`config.mk`:
```
export PLATFORM = sky130hd
export DESIGN_NAME = core_sequencer
export DESIGN_NICKNAME = d
export VERILOG_FILES = /design/src/rtl/core_sequencer.sv
export SDC_FILE = /design/constraint.sdc
export NUM_CORES = 1
export LEC_CHECK = 0
export ABC_AREA = 1
export BUFFER_PORTS_ARGS = -buffer_cell sky130_fd_sc_hd__buf_2
export CORE_MARGIN = 1.5
export CORE_UTILIZATION = 45
export CTS_CLUSTER_SIZE = 40
export DETAILED_ROUTE_END_ITERATION = 8
export PLACE_DENSITY_LB_ADDON = 0.2
export SLEW_MARGIN = 20
export SYNTH_ARGS = -nofsm -noshare
export SYNTH_HDL_FRONTEND = slang
export SYNTH_SLANG_ARGS = --single-unit
```
`constraint.sdc`:
```
create_clock -name clk -period 2.1 [get_ports clk]
set_clock_uncertainty 0.1 [all_clocks]
set_input_delay 0.42 -clock clk [delete_from_list [all_inputs] [get_ports clk]]
set_output_delay 0.42 -clock clk [all_outputs]
set_load 0.01 [all_outputs]
```
`src/rtl/core_sequencer.sv`:
```
// core_sequencer: multi-cycle instruction sequencer.
// It steps each instruction through fetch, decode, execute, an optional memory
// access and an optional writeback, and counts retired instructions.
// Every output is a flop whose next value is decoded from the next state, so
// each output reflects the registered state and no ack reaches an output
// combinationally. An ack that does not arrive within TIMEOUT cycles sends the
// sequencer to an absorbing TRAP state.
module core_sequencer #(
  parameter int XLEN    = 32,
  parameter int TIMEOUT = 16
) (
  input  logic            clk,
  input  logic            rstn,
  output logic            o_imem_req,
  input  logic            i_imem_ack,
  output logic            o_decode_en,
  input  logic [6:0]      i_opcode,
  output logic            o_dmem_req,
  output logic            o_dmem_we,
  input  logic            i_dmem_ack,
  output logic            o_rf_wen,
  output logic            o_pc_en,
  output logic [2:0]      o_state,
  output logic            o_trap,
  output logic [XLEN-1:0] o_instret
);

  typedef enum logic [2:0] {
    S_IDLE      = 3'd0,
    S_FETCH     = 3'd1,
    S_DECODE    = 3'd2,
    S_EXECUTE   = 3'd3,
    S_MEMORY    = 3'd4,
    S_WRITEBACK = 3'd5,
    S_TRAP      = 3'd6
  } state_e;

  localparam logic [6:0] OP_LOAD   = 7'b0000011;
  localparam logic [6:0] OP_STORE  = 7'b0100011;
  localparam logic [6:0] OP_OPIMM  = 7'b0010011;
  localparam logic [6:0] OP_JALR   = 7'b1100111;
  localparam logic [6:0] OP_JAL    = 7'b1101111;
  localparam logic [6:0] OP_BRANCH = 7'b1100011;

  // Last wait-counter value at which an ack is still accepted.
  localparam logic [7:0] WAIT_LAST = 8'(TIMEOUT - 1);

  state_e            state_q, state_d;
  logic [7:0]        wait_q, wait_d;
  logic              store_q, store_d;
  logic              retire_s;
  logic              imem_req_q, imem_req_d;
  logic              decode_en_q, decode_en_d;
  logic              dmem_req_q, dmem_req_d;
  logic              dmem_we_q, dmem_we_d;
  logic              rf_wen_q, rf_wen_d;
  logic              pc_en_q, pc_en_d;
  logic              trap_q, trap_d;
  logic [XLEN-1:0]   instret_q, instret_d;

  // Next-state, wait-counter and next-output computation.
  always_comb begin
    state_d  = state_q;
    wait_d   = wait_q;
    store_d  = store_q;
    retire_s = 1'b0;
    case (state_q)
      S_IDLE: begin
        state_d = S_FETCH;
        wait_d  = 8'd0;
      end
      S_FETCH: begin
        if (i_imem_ack) begin
          state_d = S_DECODE;
        end else if (wait_q == WAIT_LAST) begin
          state_d = S_TRAP;
        end else begin
          wait_d = wait_q + 8'd1;
        end
      end
      S_DECODE: begin
        state_d = S_EXECUTE;
      end
      S_EXECUTE: begin
        case (i_opcode)
          OP_LOAD: begin
            state_d = S_MEMORY;
            store_d = 1'b0;
            wait_d  = 8'd0;
          end
          OP_STORE: begin
            state_d = S_MEMORY;
            store_d = 1'b1;
            wait_d  = 8'd0;
          end
          OP_OPIMM, OP_JALR, OP_JAL: begin
            state_d = S_WRITEBACK;
          end
          OP_BRANCH: begin
            state_d  = S_FETCH;
            wait_d   = 8'd0;
            retire_s = 1'b1;
          end
          default: begin
            state_d = S_TRAP;
          end
        endcase
      end
      S_MEMORY: begin
        if (i_dmem_ack) begin
          if (store_q) begin
            state_d  = S_FETCH;
            wait_d   = 8'd0;
            retire_s = 1'b1;
          end else begin
            state_d = S_WRITEBACK;
          end
        end else if (wait_q == WAIT_LAST) begin
          state_d = S_TRAP;
        end else begin
          wait_d = wait_q + 8'd1;
        end
      end
      S_WRITEBACK: begin
        state_d = S_FETCH;
        wait_d  = 8'd0;
      end
      S_TRAP: begin
        state_d = S_TRAP;
      end
      default: begin
        state_d = S_TRAP;
      end
    endcase

    imem_req_d  = (state_d == S_FETCH);
    decode_en_d = (state_d == S_DECODE);
    dmem_req_d  = (state_d == S_MEMORY);
    dmem_we_d   = (state_d == S_MEMORY) && store_d;
    rf_wen_d    = (state_d == S_WRITEBACK);
    pc_en_d     = (state_d == S_WRITEBACK) || retire_s;
    trap_d      = (state_d == S_TRAP);
    instret_d   = instret_q + XLEN'(pc_en_q);
  end

  // State, counters and registered outputs; reset clears everything at once.
  always_ff @(posedge clk or negedge rstn) begin
    if (!rstn) begin
      state_q     <= S_IDLE;
      wait_q      <= 8'd0;
      store_q     <= 1'b0;
      imem_req_q  <= 1'b0;
      decode_en_q <= 1'b0;
      dmem_req_q  <= 1'b0;
      dmem_we_q   <= 1'b0;
      rf_wen_q    <= 1'b0;
      pc_en_q     <= 1'b0;
      trap_q      <= 1'b0;
      instret_q   <= '0;
    end else begin
      state_q     <= state_d;
      wait_q      <= wait_d;
      store_q     <= store_d;
      imem_req_q  <= imem_req_d;
      decode_en_q <= decode_en_d;
      dmem_req_q  <= dmem_req_d;
      dmem_we_q   <= dmem_we_d;
      rf_wen_q    <= rf_wen_d;
      pc_en_q     <= pc_en_d;
      trap_q      <= trap_d;
      instret_q   <= instret_d;
    end
  end

  assign o_imem_req  = imem_req_q;
  assign o_decode_en = decode_en_q;
  assign o_dmem_req  = dmem_req_q;
  assign o_dmem_we   = dmem_we_q;
  assign o_rf_wen    = rf_wen_q;
  assign o_pc_en     = pc_en_q;
  assign o_state     = state_q;
  assign o_trap      = trap_q;
  assign o_instret   = instret_q;

endmodule

```
; ---- Word-level counts from Yosys, hierarchy flattened
; Cells that the tools add are included.
[totals]
regBits = 51
input_bits = 11
output_inout_bits = 42
elab_cells = 60
[classes]
n_addsub = 2
n_eq_ne = 20
mux = 18
n_reduce_logical = 9
[ops]
columns = operator, n
row1 = 8-bit two-way mux, 5
row2 = 32-bit by 1-bit adder with 32-bit output, 1
row3 = 8-bit case mux with 4 select lines, 1
row4 = "7-bit == test, second input constant", 3
row5 = "3-bit == test, second input constant", 5
row6 = 3-bit case mux with 5 select lines, 1
row7 = 3-bit two-way mux, 4
row8 = "3-bit by 2-bit == test with 1-bit output, second input constant", 3
row9 = 3-bit case mux with 3 select lines, 1
row10 = "8-bit by 1-bit adder with 8-bit output, second input constant", 1
row11 = "8-bit by 4-bit == test with 1-bit output, second input constant", 1
row12 = "7-bit by 2-bit == test with 1-bit output, second input constant", 1
row13 = "7-bit by 5-bit == test with 1-bit output, second input constant", 1
row14 = "7-bit by 6-bit == test with 1-bit output, second input constant", 1
row15 = "3-bit by 1-bit == test with 1-bit output, second input constant", 2
row16 = 3-bit OR reduction, 2
row17 = 1-bit two-way mux, 4
row18 = "2-bit inequality test, second input constant", 2
row19 = 1-bit case mux with 2 select lines, 2
row20 = 4-bit AND reduction, 1
row21 = 4-bit nonzero test, 1
row22 = 2-bit OR reduction, 2
row23 = 3-bit zero test, 1
row24 = "3-bit inequality test, second input constant", 1
row25 = other kinds (2), 2

; ---- Longest topological paths before layout
[depth]
ltp_word = 6
depth_mapped = 11
mapped_depth_nobuf = 11

; ---- Worst setup path after synthesis
; Ideal clock, no wire load.
[synth_path]
path_kind = flip-flop to flip-flop
from = register pc_en_q (netlist: o_pc_en)
to = register instret_q[30] (netlist: o_instret[30])
setup_time_ps = 125
arrival_time_ps = 1431
required_ps = 1875
setup_slack_ps = 443
stages_incl_launch_ff = 9
path_buffers = 0
synth_period_minus_slack_ps = 1657
path_cell_list = dfrtp_1 > ha_1 > ha_1 > nand2_1 > nor2_4 > nand3_1 > nor2_1 > nand2_1 > xnor2_1
[synth_via]
elab_chain_cells = 1
[synth_lines]
columns = item, line
row1 = from (decl), 57  ; logic pc_en_q, pc_en_d;
row2 = from (signal assigned), 169  ; pc_en_q <= pc_en_d;
row3 = 32-bit by 1-bit adder with 32-bit output, 143  ; instret_d = instret_q + XLEN'(pc_en_q);
row4 = via instret_d[30], 59  ; logic [XLEN-1:0] instret_q, instret_d;
row5 = to (signal assigned), 171  ; instret_q <= instret_d;
row6 = to (decl), 59
; The timed path passes the listed nets, and every way through them passes these cells.
; A chain may end at the register's enable or synchronous reset.

; ---- Worst setup path after layout
; Same ends and word-level chain as after synthesis.

==> summary.txt <==
Finish
  • # nets final: approximately 440
  • Layout area overhead: 16.07%
  • # fillers: roughly 630
  • Layout Cells excl Fill: 503
  • Layout cell share with drive strength beyond 1: 30.05%
  • Diodes inserted: 0

Setup path
  • CP max FO: 4
  • Crit end category: flop
  • CP Buf/Inv Count: 0
  • Req. time, crit path: between 2 and 2.5 ns
  • CP cell instances: ha_1 -> ha_1 -> nand2_1 -> nor2_4 -> nand3_1 -> nor2_1 -> nand2_1 -> xnor2_1
  • Crit path DAT: 1.86 ns
  • Reg2reg end: o_instret[30]
  • Critical register-to-register path startpoint: o_pc_en
  • Family with the most delay on the worst path: simple AND/OR/NAND/NOR gates
  • Critical path launch point type: flop
  • CP Class: reg2reg
  • Slowest cell on crit path: dfrtp_1
  • Crit-path max cell delay: 0.39 ns
  • FF-to-FF path depth: 8
  • Reg2Reg Setup Slack: ~0.34 ns

GRT
  • GR Util All Layers: approximately a fifth
  • Vias in the first global route: 2469
  • Initial antenna violation count: 0
  • Total grt overflow: 0
  • Largest net degree at the start of global routing: 35
  • First-pass GRT wire length: ~11 mm

Run status
  • Failing checks: design-rule violations
  • Status: finished with violations

STA
  • Final worst path period share: between 80% and 90%
  • Slew HR: 69.32%
  • Slack of the critical path: between 0.3 and 0.4 ns
  • Total negative slack: 0 ns
  • Fmax: between 0.5 and 0.6 GHz
  • Final hold slack: 0.2935 ns
  • Slew Viols, Final: 0
  • Final Hold Fails: 0
  • Final worst path period need: 1.763 ns
  • Final setup viols: 0
  • Worst-Margin Slew: between 0.4 and 0.5 ns
  • RSZ-0062 raised after global routing: no

Power and ir drop
  • Power per cell area: slightly below 1000 nW/um^2
  • VDD IR max: approximately 0.00043 V
  • Total Power: ~3.4 mW
  • LEAKAGE: 1.846 nW

CTS
  • Number of H-tree levels: 2
  • TritonCTS clock tree: built
  • Clock sink count: just over 50
  • Clock tree root buffer cell: clkbuf_8
  • Insertion delay to the later sink of the worst-skew pair: around 0.30 ns
  • Clock buffer depth: 2
  • Num CTS Buffers: 5
  • Clk pin slew, worst setup/hold paths: roughly 0.090 ns

Placement
  • Placed Cells incl. Taps: just under 500
  • DP HPWL: approximately 5.0 mm
  • I/O Buffers: 52
  • Pre-CTS setup slack: a little under 0.3 ns
  • GP Congestion: a little over 0.9

Worst hold path
  • Worst hold path class: in2reg
  • Hold Path Depth: 3
  • Hold Startpoint: i_opcode[5]
  • Hold Path End: store_q

Floorplanning
  • Ports: 53
  • # rows: 29
  • Die width: between 80 and 90 um
  • DIE AREA: ~7200 sq um
  • Placeable Area: 6422 sq um
  • Die H: roughly 85 um
  • Initial Util: about 47%

Synth
  • Post-synth top area cell: dfrtp_1
  • Post-Synthesis Cells: 364
  • Yosys top cell area share: between 40% and 50%
  • Top cells by area, synth: dfrtp_1 (42%), nand2_1 (11%), inv_1 (5.1%)
  • Post-synth cell types: 30
  • Warnings from Yosys: 0
  • Seq/Total Area, Yosys: between 40% and 50%
  • Yosys reg bits: roughly 50
  • Post-synthesis net count: 378
  • Mapped cell area: 3028 sq um
  • Syn avg cell area: between 8 and 9 sq um

Route
  • Final ANT Viol Nets: 0
  • DR WL/cell: 12.73 um
  • Initial DRC Count: 76
  • First-pass iteration count of the detailed router: 6
  • WL final: 6.404 mm
  • Vias/cell: between 4 and 5
  • Post-route DRC: 5
  • DR vias: 2512

Run
  • Max-Cap Viols: 0
==> worst max-delay path by stage <==
stage / startpoint / to / slack, ns / depth (start not counted)
finish: o_pc_en / o_instret[30] / 0.34 / 8
global route: o_pc_en / o_instret[24] / 0.14 / 9
CTS: o_pc_en / o_instret[30] / 0.28 / 8
detailed placement: o_pc_en / o_instret[30] / 0.30 / 8
global placement: o_pc_en / o_instret[30] / 0.31 / 8
floorplan: o_pc_en / o_instret[30] / 0.44 / 8
==> per-stage QoR <==
step	area, sq um	util (%)
after floorplan	3028	-
after global placement	3405	53.01
after detailed placement	3405	53.01
after CTS	3515	54.72
after global routing	3515	54.72
final	3515	54.72
==> report_power, final <==
group          total, mW  internal (mW)  leakage [nW]  switching [mW]
Sequential          1.36           1.16         0.686           0.204
Combinational       1.46          0.506          1.11           0.952
Clock              0.616          0.301        0.0515           0.314
Total               3.44           1.97          1.85            1.47
==> area by class of cell <==
class                      count  area [sq um]  share of cell area (%)
clock buffer                   8         100.1                   2.848
inverter                      50         203.9                   5.803
timing repair buffer          54         290.3                   8.259
tap                           77         96.34                   2.741
multi-input combinational    263          1548                   44.04
sequential                    51          1276                   36.31
==> registers in the layout, summed over array words and instances (netlist names) <==
signal,flops
o_rf_wen,1
o_dmem_we,1
o_state,3
store_q,1
o_instret,32
wait_q,8
o_pc_en,1
o_imem_req,1
o_decode_en,1
o_trap,1
o_dmem_req,1
==> placed cells by master (no fill, tap or decap), drive strengths merged <==
cell	count
nand3b	2
or2	1
nor3	9
nand3	37
nor2	53
dlygate4sd3	1
o21bai	1
nand4	8
nor3b	1
dfrtp	51
ha	3
buf	53
clkinv	2
nand2	110
o21ai	11
clkbuf	8
inv	48
xnor2	10
xor2	17
==> per-layer routing <==
layer,vias up,routed length (um),global-route usage (%)
met2,53,3301,34.78
li1,1267,-,-
met4,0,63,5.663
met5,-,0,0
met1,1186,2824,22.37
met3,6,215,3.210
==> repair_timing <==
item,4_1_cts,5_1_grt
hold buffers,1,0
hold endpoints to repair,17,0
buffers inserted,0,0
gates resized for setup,0,0
==> synthesized netlist by cell type <==
library cell  count
nand3_2           8
nand4_1           8
o21ai_0           8
inv_8             1
nand3_4           3
ha_1              3
nor3_2            1
o21bai_1          1
nand2_4           4
nand3_1          26
inv_4             1
clkinv_4          1
nor2_2           11
nor2_8            1
clkinv_2          1
dfrtp_1          51
nor3_1            8
o21ai_1           2
nand2_2          19
nor2_1           31
inv_2             5
or2_2             1
nor3b_1           1
inv_1            41
nand3b_1          2
xnor2_1          10
xor2_1           17
nor2_4           10
o21ai_4           1
nand2_1          87
==> cell families (layout without fill, tap and decap cells) <==
family | Yosys count | after routing | share of synthesized area [%]
buffers and inverters | 50 | 112 | 6.736
adders and majority gates | 3 | 3 | 1.240
AOI/OAI and AO/OA | 12 | 12 | 2.438
xor gates and xnor gates | 27 | 27 | 7.810
and+or+nand+nor | 221 | 221 | 39.63
DFF | 51 | 51 | 42.15
==> tightest hold or removal path: cells and delay by family <==
family,cells,cell delay [ns]
compound gates,1,0.09
buf+inv,2,0.15
No activity file was read; power rests on OpenSTA's default activity.
